$ cat src/rtl/wb_pkg.sv
// Shared types and constants for the writeback queue.
// Latency: none (types, constants and one pure function).
// Backpressure: none.
package wb_pkg;

  localparam int REG_ADDR_W = 5;
  localparam int DATA_W     = 32;

  localparam logic [REG_ADDR_W-1:0] ZERO_REG = '0;

  // One pending register-file write.
  typedef struct packed {
    logic [REG_ADDR_W-1:0] addr;
    logic [DATA_W-1:0]     data;
  } wb_entry_t;

  // A source index collides with a pending write only if it is a real register.
  // The zero register is never written, so it can never be a hazard.
  function automatic logic addr_hit(input logic [REG_ADDR_W-1:0] src,
                                    input logic [REG_ADDR_W-1:0] pend);
    return (src != ZERO_REG) && (src == pend);
  endfunction

endpackage

$ cat src/rtl/wb_fifo.sv
// Circular queue of pending writebacks with per-slot valid/addr taps for hazard lookup.
// Latency: push visible at head one cycle after the accepting edge.
// Backpressure: push ignored when full, pop ignored when empty; caller gates both.
module wb_fifo
  import wb_pkg::*;
#(
  parameter int DEPTH = 4
) (
  input  logic                               clk,
  input  logic                               rst,
  input  logic                               push_i,
  input  wb_entry_t                          push_entry_i,
  input  logic                               pop_i,
  output wb_entry_t                          head_o,
  output logic [$clog2(DEPTH):0]             count_o,
  output logic [DEPTH-1:0]                   entry_vld_o,
  output logic [DEPTH-1:0][REG_ADDR_W-1:0]   entry_addr_o
);

  // DEPTH is a power of two, so pointers wrap naturally on overflow.
  localparam int PW = $clog2(DEPTH);
  localparam int CW = PW + 1;
  localparam logic [CW-1:0] FULL_CNT = CW'(DEPTH);

  logic [PW-1:0] wr_ptr_q, wr_ptr_d;
  logic [PW-1:0] rd_ptr_q, rd_ptr_d;
  logic [CW-1:0] count_q, count_d;
  wb_entry_t     mem_q [DEPTH];

  logic full;
  logic empty;
  logic do_push;
  logic do_pop;

  assign full    = (count_q == FULL_CNT);
  assign empty   = (count_q == '0);
  assign do_push = push_i && !full;
  assign do_pop  = pop_i && !empty;

  // Next pointer and occupancy; simultaneous push and pop leaves count unchanged.
  always_comb begin
    wr_ptr_d = wr_ptr_q;
    rd_ptr_d = rd_ptr_q;
    count_d  = count_q;
    if (do_push) begin
      wr_ptr_d = wr_ptr_q + PW'(1);
    end
    if (do_pop) begin
      rd_ptr_d = rd_ptr_q + PW'(1);
    end
    case ({do_push, do_pop})
      2'b10:   count_d = count_q + CW'(1);
      2'b01:   count_d = count_q - CW'(1);
      default: count_d = count_q;
    endcase
  end

  // Pointer and occupancy registers; reset empties the queue.
  always_ff @(posedge clk or posedge rst) begin
    if (rst) begin
      wr_ptr_q <= '0;
      rd_ptr_q <= '0;
      count_q  <= '0;
    end else begin
      wr_ptr_q <= wr_ptr_d;
      rd_ptr_q <= rd_ptr_d;
      count_q  <= count_d;
    end
  end

  // Storage; slots outside the valid window are don't-care, so no reset needed.
  always_ff @(posedge clk) begin
    if (do_push) begin
      mem_q[wr_ptr_q] <= push_entry_i;
    end
  end

  assign head_o  = mem_q[rd_ptr_q];
  assign count_o = count_q;

  // A slot is live when its distance from the read pointer is below the occupancy.
  always_comb begin
    entry_vld_o  = '0;
    entry_addr_o = '0;
    for (int i = 0; i < DEPTH; i++) begin
      logic [PW-1:0] offset;
      offset          = PW'(i) - rd_ptr_q;
      entry_vld_o[i]  = ({1'b0, offset} < count_q);
      entry_addr_o[i] = mem_q[i].addr;
    end
  end

endmodule

$ cat src/rtl/reg_writeback.sv
// Buffers writeback results and drains them into the register file when decode is not reading.
// Latency: result accepted at edge N into an empty queue is strobed out from edge N+1 if rd_req is low.
// Backpressure: in_ready drops when the queue is full; a full queue forces a drain despite rd_req.
module reg_writeback
  import wb_pkg::*;
#(
  parameter int DEPTH = 4
) (
  input  logic                     clk,
  input  logic                     rst,
  input  logic                     in_valid,
  output logic                     in_ready,
  input  logic [REG_ADDR_W-1:0]    in_addr,
  input  logic [DATA_W-1:0]        in_data,
  input  logic                     rd_req,
  input  logic [REG_ADDR_W-1:0]    rd_addr1,
  input  logic [REG_ADDR_W-1:0]    rd_addr2,
  output logic                     hazard1,
  output logic                     hazard2,
  output logic                     reg_wr,
  output logic [REG_ADDR_W-1:0]    reg_write_addr,
  output logic [DATA_W-1:0]        reg_din,
  output logic [$clog2(DEPTH):0]   count
);

  localparam int CW = $clog2(DEPTH) + 1;
  localparam logic [CW-1:0] FULL_CNT = CW'(DEPTH);

  logic                            accept;
  logic                            push;
  logic                            pop;
  logic                            q_full;
  logic                            q_empty;
  wb_entry_t                       push_entry;
  wb_entry_t                       head;
  logic [DEPTH-1:0]                entry_vld;
  logic [DEPTH-1:0][REG_ADDR_W-1:0] entry_addr;

  logic                  reg_wr_q,   reg_wr_d;
  logic [REG_ADDR_W-1:0] wr_addr_q,  wr_addr_d;
  logic [DATA_W-1:0]     wr_data_q,  wr_data_d;

  assign q_full   = (count == FULL_CNT);
  assign q_empty  = (count == '0);

  // Writes to the zero register are accepted but never queued.
  assign in_ready = !rst && !q_full;
  assign accept   = in_valid && in_ready;
  assign push     = accept && (in_addr != ZERO_REG);

  // Decode reads have priority, except a full queue must drain so writes never starve.
  assign pop      = !q_empty && (!rd_req || q_full);

  assign push_entry.addr = in_addr;
  assign push_entry.data = in_data;

  wb_fifo #(
    .DEPTH (DEPTH)
  ) u_fifo (
    .clk          (clk),
    .rst          (rst),
    .push_i       (push),
    .push_entry_i (push_entry),
    .pop_i        (pop),
    .head_o       (head),
    .count_o      (count),
    .entry_vld_o  (entry_vld),
    .entry_addr_o (entry_addr)
  );

  // Strobe is a single-cycle pulse per pop; address and data hold between pops.
  always_comb begin
    reg_wr_d  = pop;
    wr_addr_d = wr_addr_q;
    wr_data_d = wr_data_q;
    if (pop) begin
      wr_addr_d = head.addr;
      wr_data_d = head.data;
    end
  end

  // Register-file write port registers.
  always_ff @(posedge clk or posedge rst) begin
    if (rst) begin
      reg_wr_q  <= 1'b0;
      wr_addr_q <= '0;
      wr_data_q <= '0;
    end else begin
      reg_wr_q  <= reg_wr_d;
      wr_addr_q <= wr_addr_d;
      wr_data_q <= wr_data_d;
    end
  end

  assign reg_wr         = reg_wr_q;
  assign reg_write_addr = wr_addr_q;
  assign reg_din        = wr_data_q;

  // Hazard when a source matches any queued write or the write being strobed right now.
  always_comb begin
    hazard1 = 1'b0;
    hazard2 = 1'b0;
    if (!rst) begin
      if (reg_wr_q) begin
        hazard1 = addr_hit(rd_addr1, wr_addr_q);
        hazard2 = addr_hit(rd_addr2, wr_addr_q);
      end
      for (int i = 0; i < DEPTH; i++) begin
        if (entry_vld[i]) begin
          hazard1 = hazard1 | addr_hit(rd_addr1, entry_addr[i]);
          hazard2 = hazard2 | addr_hit(rd_addr2, entry_addr[i]);
        end
      end
    end
  end

endmodule
$ cat config.mk
export PLATFORM = sky130hd
export DESIGN_NAME = reg_writeback
export DESIGN_NICKNAME = d
export VERILOG_FILES = /design/src/rtl/wb_pkg.sv /design/src/rtl/wb_fifo.sv /design/src/rtl/reg_writeback.sv
export SDC_FILE = /design/constraint.sdc
export NUM_CORES = 1
export LEC_CHECK = 0
export ABC_AREA = 1
export BUFFER_PORTS_ARGS = -buffer_cell sky130_fd_sc_hd__buf_4
export CORE_MARGIN = 2
export CORE_UTILIZATION = 45
export CTS_BUF_LIST = sky130_fd_sc_hd__clkbuf_2
export CTS_CLUSTER_DIAMETER = 30
export DETAILED_ROUTE_END_ITERATION = 10
export PLACE_DENSITY = 0.61
export SLEW_MARGIN = 10
export SYNTH_ARGS = -nofsm -noshare
export SYNTH_HDL_FRONTEND = slang
export SYNTH_HIERARCHICAL = 1
export SYNTH_SLANG_ARGS = --single-unit
$ cat constraint.sdc
create_clock -name clk -period 5.8 [get_ports clk]
set_input_delay 0.29 -clock clk [delete_from_list [all_inputs] [get_ports clk]]
set_output_delay 0.29 -clock clk [all_outputs]
set_load 0.1 [all_outputs]
After elaboration in Yosys (flattened, before gate mapping)
Memory sizes are Yosys's and may differ from the RTL's. A register that Yosys moved wholly into a read port is not among the register bits. Index checks and enable logic that the tools add are counted.

Bitwise gates (word level): 8. Equality and inequality tests: 13. Reduce and logical (&&, ||, !) cells: 26. Div/mod/pow operators: 0. Multiplexer cells: 23. Order comparisons: 4. Shift-type cells: 0. $mul: 0. $add $sub $neg: 8.

Operators with widths (count): equality test 5 bit (10); 2-to-1 mux 1 bit (22); logical AND 1 bit (16); nonzero test 5 bit (3); < comparator 2 x 3 -> 1 bit (4); OR 1 bit (8); one-hot mux 3 bit (2 select lines) (1); adder 2 x 1 -> 2 bit, second input constant (2); logical NOT 1 bit (4); subtractor 1 x 2 -> 2 bit, first input constant (2); subtractor 2 bit, first input constant (2); adder 3 x 1 -> 3 bit, second input constant (1); equality test 3 bit, second input constant (1); logical NOT 3 bit (1); subtractor 3 x 1 -> 3 bit, second input constant (1); equality test 2 x 1 -> 1 bit, second input constant (1); equality test 2 bit, second input constant (1); nonzero test 2 bit (1); logical OR 1 bit (1).

Memories kept: 1. RAM bits: 148. Logic and storage cells: 87. Output and inout port bits: 44. Bits in latches: 0. Flip-flop bits (word level): 8. Memory bits (read-only): 0.

Memories: u_fifo.mem_q (depth 4, width 37, rd ports 5, clocked after memory_dff 1, write ports 1, line wb_fifo.sv:28) `wb_entry_t mem_q [DEPTH];`.

Depth between registers and ports, before layout
Gate-level depths: netlist of the first run.

Depth after elaboration: 16. Mapped depth: 15. Depth with buffers taken out: 15.

Hierarchy
Netlist of the first run, hierarchy kept.

Modules (own cells, without submodules): wb_fifo (area an instance 6515.0 µm², cells an instance 459, times used 1); reg_writeback (area an instance 2451.1 µm², cells an instance 302, times used 1).

Least setup slack after synthesis of the first run
Ideal clock, no wire load.

Path kind: register to register. Start: register u_fifo.count_q[0] (netlist: u_fifo/count_o[0]). End: memory u_fifo/mem_q[0][0] (netlist bit) (enable). Arrival: 4.004 ns. Stages on the path, launching flop included: 9. Path slack: 1.365 ns. Cell sequence: dfrtp_1 -> nor2_4 -> nand2_2 -> nand2_1 -> inv_1 -> nand2_1 -> a21oi_1 -> nand2_1 -> nor2_1.

Longest elaborated chain between the ends: 8.

Ends and longest elaborated chain: start: declaration (line wb_fifo.sv:27) `logic [CW-1:0] count_q, count_d;`; start signal: assignment (line wb_fifo.sv:67) `count_q <= count_d;`; equality test 3 bit (line reg_writeback.sv:43) `assign q_full = (count == FULL_CNT);`; logical NOT 1 bit (line reg_writeback.sv:47) `assign in_ready = !rst && !q_full;`; logical AND 1 bit (line reg_writeback.sv:47); via in_ready (line reg_writeback.sv:12) `output logic in_ready,`; logical AND 1 bit (line reg_writeback.sv:48) `assign accept = in_valid && in_ready;`; logical AND 1 bit (line reg_writeback.sv:49) `assign push = accept && (in_addr != ZERO_REG);`; via push (line reg_writeback.sv:30) `logic push;`; logical AND 1 bit (line wb_fifo.sv:37) `assign do_push = push_i && !full;`; 2-to-1 mux 1 bit (line wb_fifo.sv:73) `if (do_push) begin`; 2-to-1 mux 1 bit (not written as such) (line wb_fifo.sv:74) `mem_q[wr_ptr_q] <= push_entry_i;`; end: declaration (line wb_fifo.sv:28).

The timed path passes the listed nets, and every way through them passes these cells.

Worst setup path after layout of the first run
Start: register u_fifo.rd_ptr_q[1]. End: output hazard1.

Elaborated cells between the ends (all ways): 19.

RTL lines: start: declaration (line wb_fifo.sv:26) `logic [PW-1:0] rd_ptr_q, rd_ptr_d;`; start signal: assignment (line wb_fifo.sv:66) `rd_ptr_q <= rd_ptr_d;`; subtractor 2 bit (*) (line wb_fifo.sv:87) `offset = PW'(i) - rd_ptr_q;`; < comparator 2 x 3 -> 1 bit (*) (line wb_fifo.sv:88) `entry_vld_o[i] = ({1'b0, offset} < count_q);`; via entry_vld[2] (line reg_writeback.sv:36) `logic [DEPTH-1:0] entry_vld;`; 2-to-1 mux 1 bit (*) (line reg_writeback.sv:109) `if (entry_vld[i]) begin`; 2-to-1 mux 1 bit (*) (line reg_writeback.sv:103) `if (!rst) begin`; OR 1 bit (line reg_writeback.sv:110) `hazard1 = hazard1 | addr_hit(rd_addr1, entry_addr[i]);`; 2-to-1 mux 1 bit (*) (line reg_writeback.sv:109); 2-to-1 mux 1 bit (*) (line reg_writeback.sv:103); end: declaration (line reg_writeback.sv:18) `output logic hazard1,`.

Mark *: on every way through the listed nets, which the timed path passes. The rest lies on a longest branch. The select of a mux whose other input is x is not followed.

==> flow_summary.ini, run 1 <==
[layout]
drive_above_1_share = 0.263
nets = 927
fillers = 1698
stdcell_count = 1145
area_delta_synth_final_pct = 14.5
layout_common_cells = edfxtp_1 (148), nand2_1 (125), nand3_1 (110)
mostFrequentLayoutCell = edfxtp_1
regArea_sq_um = 5580
multi_input_area_sq_um = 2770
design_area_sq_um = 10300

[worst_setup_path]
max_stage_delay_ns = 0.77
worstSetupPathType = flop to output pin
setup.worst_path.start = u_fifo/rd_ptr_q[1]$_DFFE_PP0P_
worst-path-stages = 15
path_cells = clkinv_2, buf_4, nand2_1, nand2_2, inv_2, ha_1, a21boi_1, o21ai_1, nand2_1, nor2_1, nand3_1, nand3_1, nor2_1, nor2_1, buf_4
regToRegSetupSlack_ns = 2.85
path_max_fanout = 76
crit_top_cell = nor2_1
path_delay_family = buffers and inverters
cp-start-kind = flop
end_kind = output pin
cp.arrival_ns = 4.05
required_ns = 5.51
crit_slowest_cell = dfrtp_2
r2r_start = u_fifo/count_o[0]$_DFFE_PP0P_
path_buf_inv = 4
worst_r2r_path_depth = 8
rr_endpoint = u_fifo/mem_q[1][22]$_DFFE_PP_

[clock_network]
postCtsSetupBuffers = 0
clock_sinks = 193
h-tree-depth = 4
cts_tree = built
cts-buffers-inserted = 17
cts_resized = 0
root_buffer = clkbuf_2
clkTransAtPathRegs_ns = 0.32
clockBufferDepth = 2
clkLatencyLatePin_ns = 0.77

[logic_synthesis]
synth_top_area_share = 0.496
netlist_area_sq_um = 8970
syn_nets = 822
ys_seq_area_frac = 0.621
netlist_instances = 761
synthTopCellsByArea = edfxtp_1 (50%), dfrtp_1 (13%), nand3_1 (6.1%), nand2_1 (5.2%), mux2_4 (4.9%)
yosysTopAreaCell = edfxtp_1
synth.yosys.warnings = 6
synth.distinct_cells = 30
avgSynthCellArea_sq_um = 11.8
synth_seq_cells = 193

[place]
io_buffer_count = 94
gp_congestion = 1.02
dp.cells = 1071
dp_hpwl_mm = 13.0
dpl_cell_area_sq_um = 9620

[timing]
fmax_ghz = 0.231
finalSetupViolations = 0
hold_viol = 0
rsz0062_at_grt = false
post-route-period-util = 0.748
max-slew-margin-rel = 0.205
min_period_ns = 4.34
worst_pin_slew_ns = 1.19
drv_slew = 0
finalSetupTns_ns = 0
fin_skew_ns = 0.0503

[floorplanning]
row_count = 51
ios = 95
die_w_um = 145
initial_utilization = 0.459
dieArea_sq_um = 21100
core_area_sq_um = 19500
dieHeight_um = 145

[route]
post-route-drc-count = 0
num_vias = 6033
firstDrtPassIters = 5
ant_nets = 0
routed_wl_mm = 20.8
wl_per_cell_um = 18.1
drt_iter0_drc = 441
viasPerCell = 5.27

[grt]
track_usage = 0.202
grt_max_degree = 77
grt_pass1_vias = 6247
antenna_found_initial = 1
overflow = 0
grt_pass1_wl_mm = 33.3

[power]
powerDensity_nw_per_um2 = 539
leakage_nw = 4.16
vdd_drop_max_uv = 360

[worst_hold_path]
holdPathStages = 3
hold_end = reg_wr$_DFF_PP0_
hold_start = rd_req
holdCritPathClass = input port to flop

[run_status]
outcome = complete, no violations

[job]
max_cap_viol_count = 0
-- sequential cells by signal, summed over array words and instances (netlist names) --
register,flops
u_fifo/wr_ptr_q,2
reg_din,32
u_fifo/rd_ptr_q,2
reg_write_addr,5
reg_wr,1
u_fifo/count_o,3
u_fifo/mem_q,148
-- worst register-to-register path: cells and delay by family (launching register included) --
family / cells / cell delay, ns
DFF: 1 / 0.64
AOI/OAI and AO/OA: 1 / 0.20
buffers and inverters: 1 / 0.11
and+or+nand+nor: 6 / 1.62
-- logic make-up (layout without fill, tap and decap cells) --
logic type / Yosys count / in the layout / share of synthesized area
AND/OR/NAND/NOR: 379 / 379 / 0.211
multiplexers: 32 / 32 / 0.0523
flip-flops: 193 / 193 / 0.621
buffers and inverters: 107 / 225 / 0.0737
adder cells (fa/ha/maj): 10 / 10 / 0.0148
AO/OA/AOI/OAI: 33 / 33 / 0.0202
other: 0 / 1 / 0
XOR/XNOR: 7 / 7 / 0.00684
-- cell usage after synthesis --
cell,instances
dfrtp_1,45
inv_1,48
nand4_1,40
edfxtp_1,148
nor2_1,49
ha_1,9
a21boi_1,2
xor2_1,6
mux2_4,29
nor3_1,1
buf_6,6
nor2_4,1
buf_2,18
o21ai_1,3
inv_2,5
nand3_1,110
buf_12,6
clkbuf_1,1
nand3_2,20
nand2_2,32
fa_1,1
a21oi_1,4
xnor2_1,1
o21ai_4,1
o21ai_0,23
buf_4,22
mux2_2,3
buf_8,1
nand2_1,125
nor2_8,1
-- through the flow --
stage | util | total power [mW] | hold WS, ns | worst slack [ns]
after floorplan | - | 4.38 | 0.0934 | 1.36
after global placement | 0.492 | 4.87 | 0.253 | 2.24
after detailed placement | 0.492 | 4.92 | 0.271 | 2.20
after CTS | 0.525 | 5.58 | 0.0746 | 1.30
after global routing | 0.526 | 5.84 | 0.0522 | 1.08
final | 0.526 | 5.54 | 0.126 | 1.46
-- metal layers --
metal,vias to the layer above,track usage,share of wire
li1,2848,-,-
met1,2978,0.261,0.44
met2,161,0.336,0.49
met3,46,0.0365,0.043
met4,0,0.0863,0.031
met5,-,0,0
-- layout make-up --
class                      count  area share
inverter                      53      0.0195
antenna                        1    0.000244
timing repair buffer         140       0.113
tap                          265      0.0323
sequential                   193       0.543
multi-input combinational    461       0.269
clock inverter                15      0.0138
clock buffer                  17     0.00829
-- how the worst max path moves through the flow --
stage                                         to
CTS                                      hazard2
finish                                   hazard1
global route                             hazard2
floorplan           u_fifo/mem_q[0][0]$_DFFE_PP_
detailed placement                       hazard2
global placement                         hazard1
-- timing repair --
item | in CTS | in global routing
hold buffers | 40 | 0
setup endpoints to repair | 0 | 0
hold endpoints to repair | 195 | 0
-- where the power goes --
part / total (mW) / internal (mW) / switching [mW]
Combinational: 2.93 / 0.835 / 2.10
Sequential: 1.97 / 1.77 / 0.201
Clock: 0.635 / 0.138 / 0.497
Note: power is estimated with default switching activity, not from simulation.
==> inputs of run 2 (changes only) <==
--- a/config.mk
+++ b/config.mk
@@ -5,14 +5,14 @@
 export SDC_FILE = /design/constraint.sdc
 export NUM_CORES = 1
 export LEC_CHECK = 0
-export ABC_AREA = 1
+export ABC_AREA = 0
 export BUFFER_PORTS_ARGS = -buffer_cell sky130_fd_sc_hd__buf_4
 export CORE_MARGIN = 2
 export CORE_UTILIZATION = 45
 export CTS_BUF_LIST = sky130_fd_sc_hd__clkbuf_2
 export CTS_CLUSTER_DIAMETER = 30
 export DETAILED_ROUTE_END_ITERATION = 10
-export PLACE_DENSITY = 0.61
+export PLACE_DENSITY = 0.64
 export SLEW_MARGIN = 10
 export SYNTH_ARGS = -nofsm -noshare
 export SYNTH_HDL_FRONTEND = slang
==> constraint.sdc (replaced) <==
create_clock -name clk -period 3.95 [get_ports clk]
set_input_delay 0.1975 -clock clk [delete_from_list [all_inputs] [get_ports clk]]
set_output_delay 0.1975 -clock clk [all_outputs]
set_load 0.1 [all_outputs]
==> flow_summary.ini, run 2 <==
[timing]
drv_slew = 0
max-slew-margin-rel = 0.255
post-route-period-util = 0.818
fin_ws_ns = 0.721
min_period_ns = 3.23
hold_viol = 0
rsz0062_at_grt = false
finalSetupTns_ns = 0
fmax_ghz = 0.310
finalSetupViolations = 0
fin_hold_ws_ns = 0.202
fin_skew_ns = 0.0432
worst_pin_slew_ns = 1.12

[layout]
fillers = 1491
drive_above_1_share = 0.350
area_delta_synth_final_pct = 15.9
utilization = 0.531
diodes = 0
regMostFlops = u_fifo/mem_q
nets = 616
largest_reg_flops = 148
stdcell_count = 797
layout_common_cells = edfxtp_1 (148), buf_4 (98), xor2_1 (43), dfrtp_1 (43), dlygate4sd3_1 (41)
design_area_sq_um = 9540
mostFrequentLayoutCell = edfxtp_1

[worst_setup_path]
required_ns = 3.75
regToRegSetupSlack_ns = 1.28
end_kind = output pin
cp-start-kind = flop
worstSetupPathType = flop to output pin
cp.arrival_ns = 3.03
path_max_fanout = 19

[clock_network]
h-tree-depth = 4
clock_sinks = 193
cts-buffers-inserted = 17
clockBufferDepth = 2
postCtsSetupBuffers = 0
clkTransAtPathRegs_ns = 0.26
cts_resized = 0
root_buffer = clkbuf_2
cts_tree = built
clkLatencyLatePin_ns = 0.72

[logic_synthesis]
synthSimpleGateAreaFrac = 0.0254
synth_top_area_share = 0.540
synth_common_cells = edfxtp_1 (148), dfrtp_1 (45), xor2_1 (43), mux4_2 (37), buf_4 (22)
yosys-mux-area-fraction = 0.155
synthTopCellsByArea = edfxtp_1 (54%), dfrtp_1 (14%), mux4_2 (10%), xor2_1 (4.6%), mux2_1 (2.6%)
synth.distinct_cells = 34
synth_edf_count = 148
yosysMostFrequentCell = edfxtp_1
synth.yosys.warnings = 6
netlist_area_sq_um = 8230
yosysTopAreaCell = edfxtp_1
synth_top_family_by_area = multiplexers
avgSynthCellArea_sq_um = 18.7
synth-async-reset-ratio = 0.233
synth-xor-area-share = 0.0607
ys_seq_area_frac = 0.677
synth_compound_area_frac = 0.0152
ys.flop_type = edfxtp_1
netlist_instances = 440
syn_nets = 501
synth_adder_area_share = 0.0161
synth_seq_cells = 193

[floorplanning]
row_count = 49
die_w_um = 139
dieHeight_um = 139
ios = 95
dieArea_sq_um = 19400
initial_utilization = 0.458
core_area_sq_um = 18000

[place]
dp_slack_ns = 1.35
io_buffer_count = 94
dpl_cell_area_sq_um = 8890
gp_congestion = 0.869
dp_hpwl_mm = 9.55
dp.cells = 724

[route]
ant_nets = 0
firstDrtPassIters = 5
routed_wl_mm = 15.1
wl_per_cell_um = 18.9
viasPerCell = 5.15
num_vias = 4102
drt_iter0_drc = 135
post-route-drc-count = 0

[grt]
grt_max_degree = 39
antenna_found_initial = 0
grt_pass1_vias = 4359
overflow = 0
track_usage = 0.166
grt_pass1_wl_mm = 24.4

[run_status]
outcome = complete, no violations

[worst_hold_path]
holdCritPathClass = input port to flop

[power]
leakage_nw = 3.48
vdd_drop_max_uv = 671
power_mw = 7.53
powerDensity_nw_per_um2 = 790

[job]
max_cap_viol_count = 0
==> run 2: cell types whose count changed after synthesis, moves of 32 or more <==
| cell | change |
|---|---|
| nand4_1 | -40 |
| nand2_1 | -122 |
| nand3_1 | -108 |
| mux4_2 | +37 |
| xor2_1 | +37 |
| inv_1 | -37 |
| nor2_1 | -47 |
| nand2_2 | -32 |
==> run 2: logic make-up after synthesis <==
group | after synthesis
muxes | 76
adders and majority gates | 10
AOI/OAI and AO/OA | 18
buffers and inverters | 54
and+or+nand+nor | 32
DFF | 193
xor gates and xnor gates | 57
==> run 2: where the power goes <==
group / leakage [nW] / internal [mW] / total (mW) / switching (mW)
Combinational: 1.48 / 1.17 / 3.72 / 2.55
Sequential: 1.86 / 2.61 / 2.89 / 0.278
Clock: 0.140 / 0.295 / 0.927 / 0.632
==> run 2: what timing repair did <==
| action | 4_1_cts | 5_1_grt |
|---|---|---|
| hold buffers | 41 | 0 |
| endpoints found under the hold margin | 198 | 0 |
| endpoints found under the setup margin | 0 | 0 |
==> run 2: final cells by class <==
| cell class | instances | area (sq um) | share of cell area |
|---|---|---|---|
| flip-flops and latches | 193 | 5570 | 0.584 |
| clock inverters | 13 | 136 | 0.0143 |
| well taps | 229 | 287 | 0.0300 |
| multi-input cells | 193 | 2260 | 0.237 |
| clock buffers | 19 | 95.1 | 0.00997 |
| repair buffers | 139 | 1150 | 0.120 |
| inverters | 11 | 41.3 | 0.00433 |
==> run 2: final timing paths <==
kind                                                     start                             end  depth (start not counted)
worst max-delay path            u_fifo/rd_ptr_q[0]$_DFFE_PP0P_                         hazard2                          8
worst min-delay path                                in_data[5]    u_fifo/mem_q[0][5]$_DFFE_PP_                          2
worst max register to register   u_fifo/count_o[0]$_DFFE_PP0P_   u_fifo/mem_q[2][16]$_DFFE_PP_                          6
worst min register to register          reg_din[3]$_DFFE_PP0P_          reg_din[3]$_DFFE_PP0P_                          1
max in group asynchronous                                  rst  u_fifo/rd_ptr_q[0]$_DFFE_PP0P_                          4
min in group asynchronous                                  rst         reg_din[12]$_DFFE_PP0P_                          4
==> run 2: critical path, cell delays in order, from the launching register on <==
cell and delay, ns:
dfrtp_2 0.80, xnor2_1 0.19, ha_1 0.32, a21oi_1 0.06
or2_2 0.29, and3_1 0.15, a31oi_1 0.16, a31oi_1 0.11
buf_4 0.24
==> run 2: routing by layer <==
layer  GRT usage  vias up  wire length (um)
met5           0        -                 0
met4      0.0494        0               165
met3      0.0351       11               530
met2       0.279       82              7890
met1       0.221     2122              6510
li1            -     1887                 -
==> inputs of run 3 (changes only) <==
--- a/config.mk
+++ b/config.mk
@@ -5,14 +5,14 @@
 export SDC_FILE = /design/constraint.sdc
 export NUM_CORES = 1
 export LEC_CHECK = 0
-export ABC_AREA = 0
+export ABC_AREA = 1
 export BUFFER_PORTS_ARGS = -buffer_cell sky130_fd_sc_hd__buf_4
 export CORE_MARGIN = 2
 export CORE_UTILIZATION = 45
 export CTS_BUF_LIST = sky130_fd_sc_hd__clkbuf_2
 export CTS_CLUSTER_DIAMETER = 30
 export DETAILED_ROUTE_END_ITERATION = 10
-export PLACE_DENSITY = 0.64
+export PLACE_DENSITY = 0.61
 export SLEW_MARGIN = 10
 export SYNTH_ARGS = -nofsm -noshare
 export SYNTH_HDL_FRONTEND = slang
==> constraint.sdc (replaced) <==
create_clock -name clk -period 3.3 [get_ports clk]
set_input_delay 0.165 -clock clk [delete_from_list [all_inputs] [get_ports clk]]
set_output_delay 0.165 -clock clk [all_outputs]
set_load 0.1 [all_outputs]
==> flow_summary.ini, run 3 (synthesized netlist as in run 1, its figures left out) <==
[route]
wl_met2_mm = 10.2
ant_nets = 0
viasPerCell = 5.19
routed_wl_mm = 20.7
wl_met1_mm = 9.24
post-route-drc-count = 0
drt_iter0_drc = 359
num_vias = 6003
firstDrtPassIters = 5
wl_met3_um = 930
highest_layer = met4
wl_per_cell_um = 17.9

[worst_setup_path]
r2r_start = u_fifo/count_o[1]$_DFFE_PP0P_
regToRegSetupSlack_ns = 0.82
worstSetupPathType = flop to output pin
required_ns = 3.13
rr_endpoint = u_fifo/count_o[2]$_DFFE_PP0P_
path_max_fanout = 31
cp-start-kind = flop
worst_r2r_path_depth = 14
end_kind = output pin
cp.arrival_ns = 2.85

[clock_network]
cts-buffers-inserted = 17
clkLatencyLatePin_ns = 0.75
h-tree-depth = 4
clockBufferDepth = 2
cts_tree = built
clkTransAtPathRegs_ns = 0.28
clock_sinks = 193
root_buffer = clkbuf_2

[layout]
drive_above_1_share = 0.276
utilization = 0.536
multi_input_area_sq_um = 2770
regArea_sq_um = 5580
largest_reg_flops = 148
layout_common_cells = edfxtp_1 (148), nand2_1 (125), nand3_1 (110)
regMostFlops = u_fifo/mem_q
mostFrequentLayoutCell = edfxtp_1
area_delta_synth_final_pct = 16.8
nets = 938
fillers = 1722

[run_status]
outcome = complete, no violations

[grt]
grt_pass1_vias = 6201
grt_pass1_wl_mm = 33.2
antenna_found_initial = 1
grt_max_degree = 51
track_usage = 0.203
overflow = 0

[floorplanning]
initial_utilization = 0.459
core_area_sq_um = 19500
row_count = 51
die_w_um = 145
dieHeight_um = 145
dieArea_sq_um = 21100
ios = 95

[power]
p_clk_frac = 0.143
p_int_mw = 5.25
leakage_nw = 4.25
swShare = 0.483
p_sw_mw = 4.90
seqPwrFrac = 0.335
vdd_drop_max_uv = 699
powerDensity_nw_per_um2 = 969
combPwrFrac = 0.522

[timing]
finalSetupTns_ns = 0
drv_slew = 0
fin_skew_ns = 0.0307
finalSetupViolations = 0
hold_viol = 0
fmax_ghz = 0.332
min_period_ns = 3.01
post-route-period-util = 0.913
max-slew-margin-rel = 0.430
worst_pin_slew_ns = 0.855

[place]
gp_congestion = 0.866
io_buffer_count = 94
dp_hpwl_mm = 13.0

[worst_hold_path]
holdCritPathClass = input port to async pin

[job]
max_cap_viol_count = 0
==> run 3: changes by cell type in the layout (fill, tap and decap cells not counted), moves of 36 or more <==
cell	delta
nor2_1	+41
xor2_1	-37
nand2_1	+122
nand3_1	+108
inv_1	+36
mux4_2	-37
nand4_1	+40
==> run 3: critical path, stage by stage, from the launching register on <==
cell and delay [ns]:
dfrtp_4 0.50, buf_4 0.36, nand2_1 0.12, inv_2 0.07
nor2_1 0.04, o21ai_1 0.16, o21ai_0 0.11, nor2_1 0.12
nand3_1 0.13, nand2_1 0.09, nor2_1 0.05, nor2_2 0.10
buf_6 0.24
==> run 3: power by group through the flow <==
stage	Clock [mW]	Combinational, mW	Sequential [mW]
floorplan	0	2.51	5.20
global placement	0	5.16	3.45
detailed placement	0	5.22	3.48
CTS	1.49	5.31	3.40
global route	1.57	5.65	3.46
finish	1.45	5.30	3.40
==> run 3: how the worst max path moves through the flow <==
stage / startpoint / to / cells after the start
finish: u_fifo/rd_ptr_q[0]$_DFFE_PP0P_ / hazard2 / 12
detailed placement: u_fifo/rd_ptr_q[1]$_DFFE_PP0P_ / hazard1 / 13
global route: u_fifo/rd_ptr_q[0]$_DFFE_PP0P_ / hazard2 / 12
global placement: u_fifo/rd_ptr_q[1]$_DFFE_PP0P_ / hazard1 / 13
CTS: u_fifo/rd_ptr_q[0]$_DFFE_PP0P_ / hazard1 / 11
floorplan: u_fifo/count_o[2]$_DFFE_PP0P_ / u_fifo/mem_q[0][0]$_DFFE_PP_ / 7
==> run 3: timing repair <==
item                       4_1_cts  5_1_grt
hold endpoints to repair       198        0
pin swaps                        0        0
hold buffers                    41        0
gates resized for setup          1        4
setup buffers                    1        3
setup endpoints to repair        2        2
==> run 3: cell type report <==
cell class                      instances  share of cell area
Tap cell                              265              0.0317
Clock buffer                           18             0.00860
Sequential cell                       193               0.533
Multi-Input combinational cell        461               0.265
Antenna cell                            1            0.000239
Clock inverter                         14              0.0231
Inverter                               53              0.0198
Timing Repair Buffer                  151               0.119
==> run 3: routing by layer <==
metal,track usage,vias up
met1,0.271,2955
met4,0.0623,0
met3,0.0390,25
met5,0,-
met2,0.338,158
li1,-,2865
==> run 3: through the flow <==
step / hold slack, ns / power [mW] / std cells / instance area, sq um / setup WS [ns]
floorplan: -0.0317 / 7.71 / 761 / 9010 / -0.0264
global placement: 0.140 / 8.61 / 1078 / 9680 / 0.849
CTS: 0.0463 / 10.2 / 1152 / 10400 / 0.102
finish: 0.109 / 10.1 / 1156 / 10500 / 0.287
global route: 0.0221 / 10.7 / 1156 / 10500 / -0.00140
detailed placement: 0.143 / 8.70 / 1078 / 9680 / 0.800
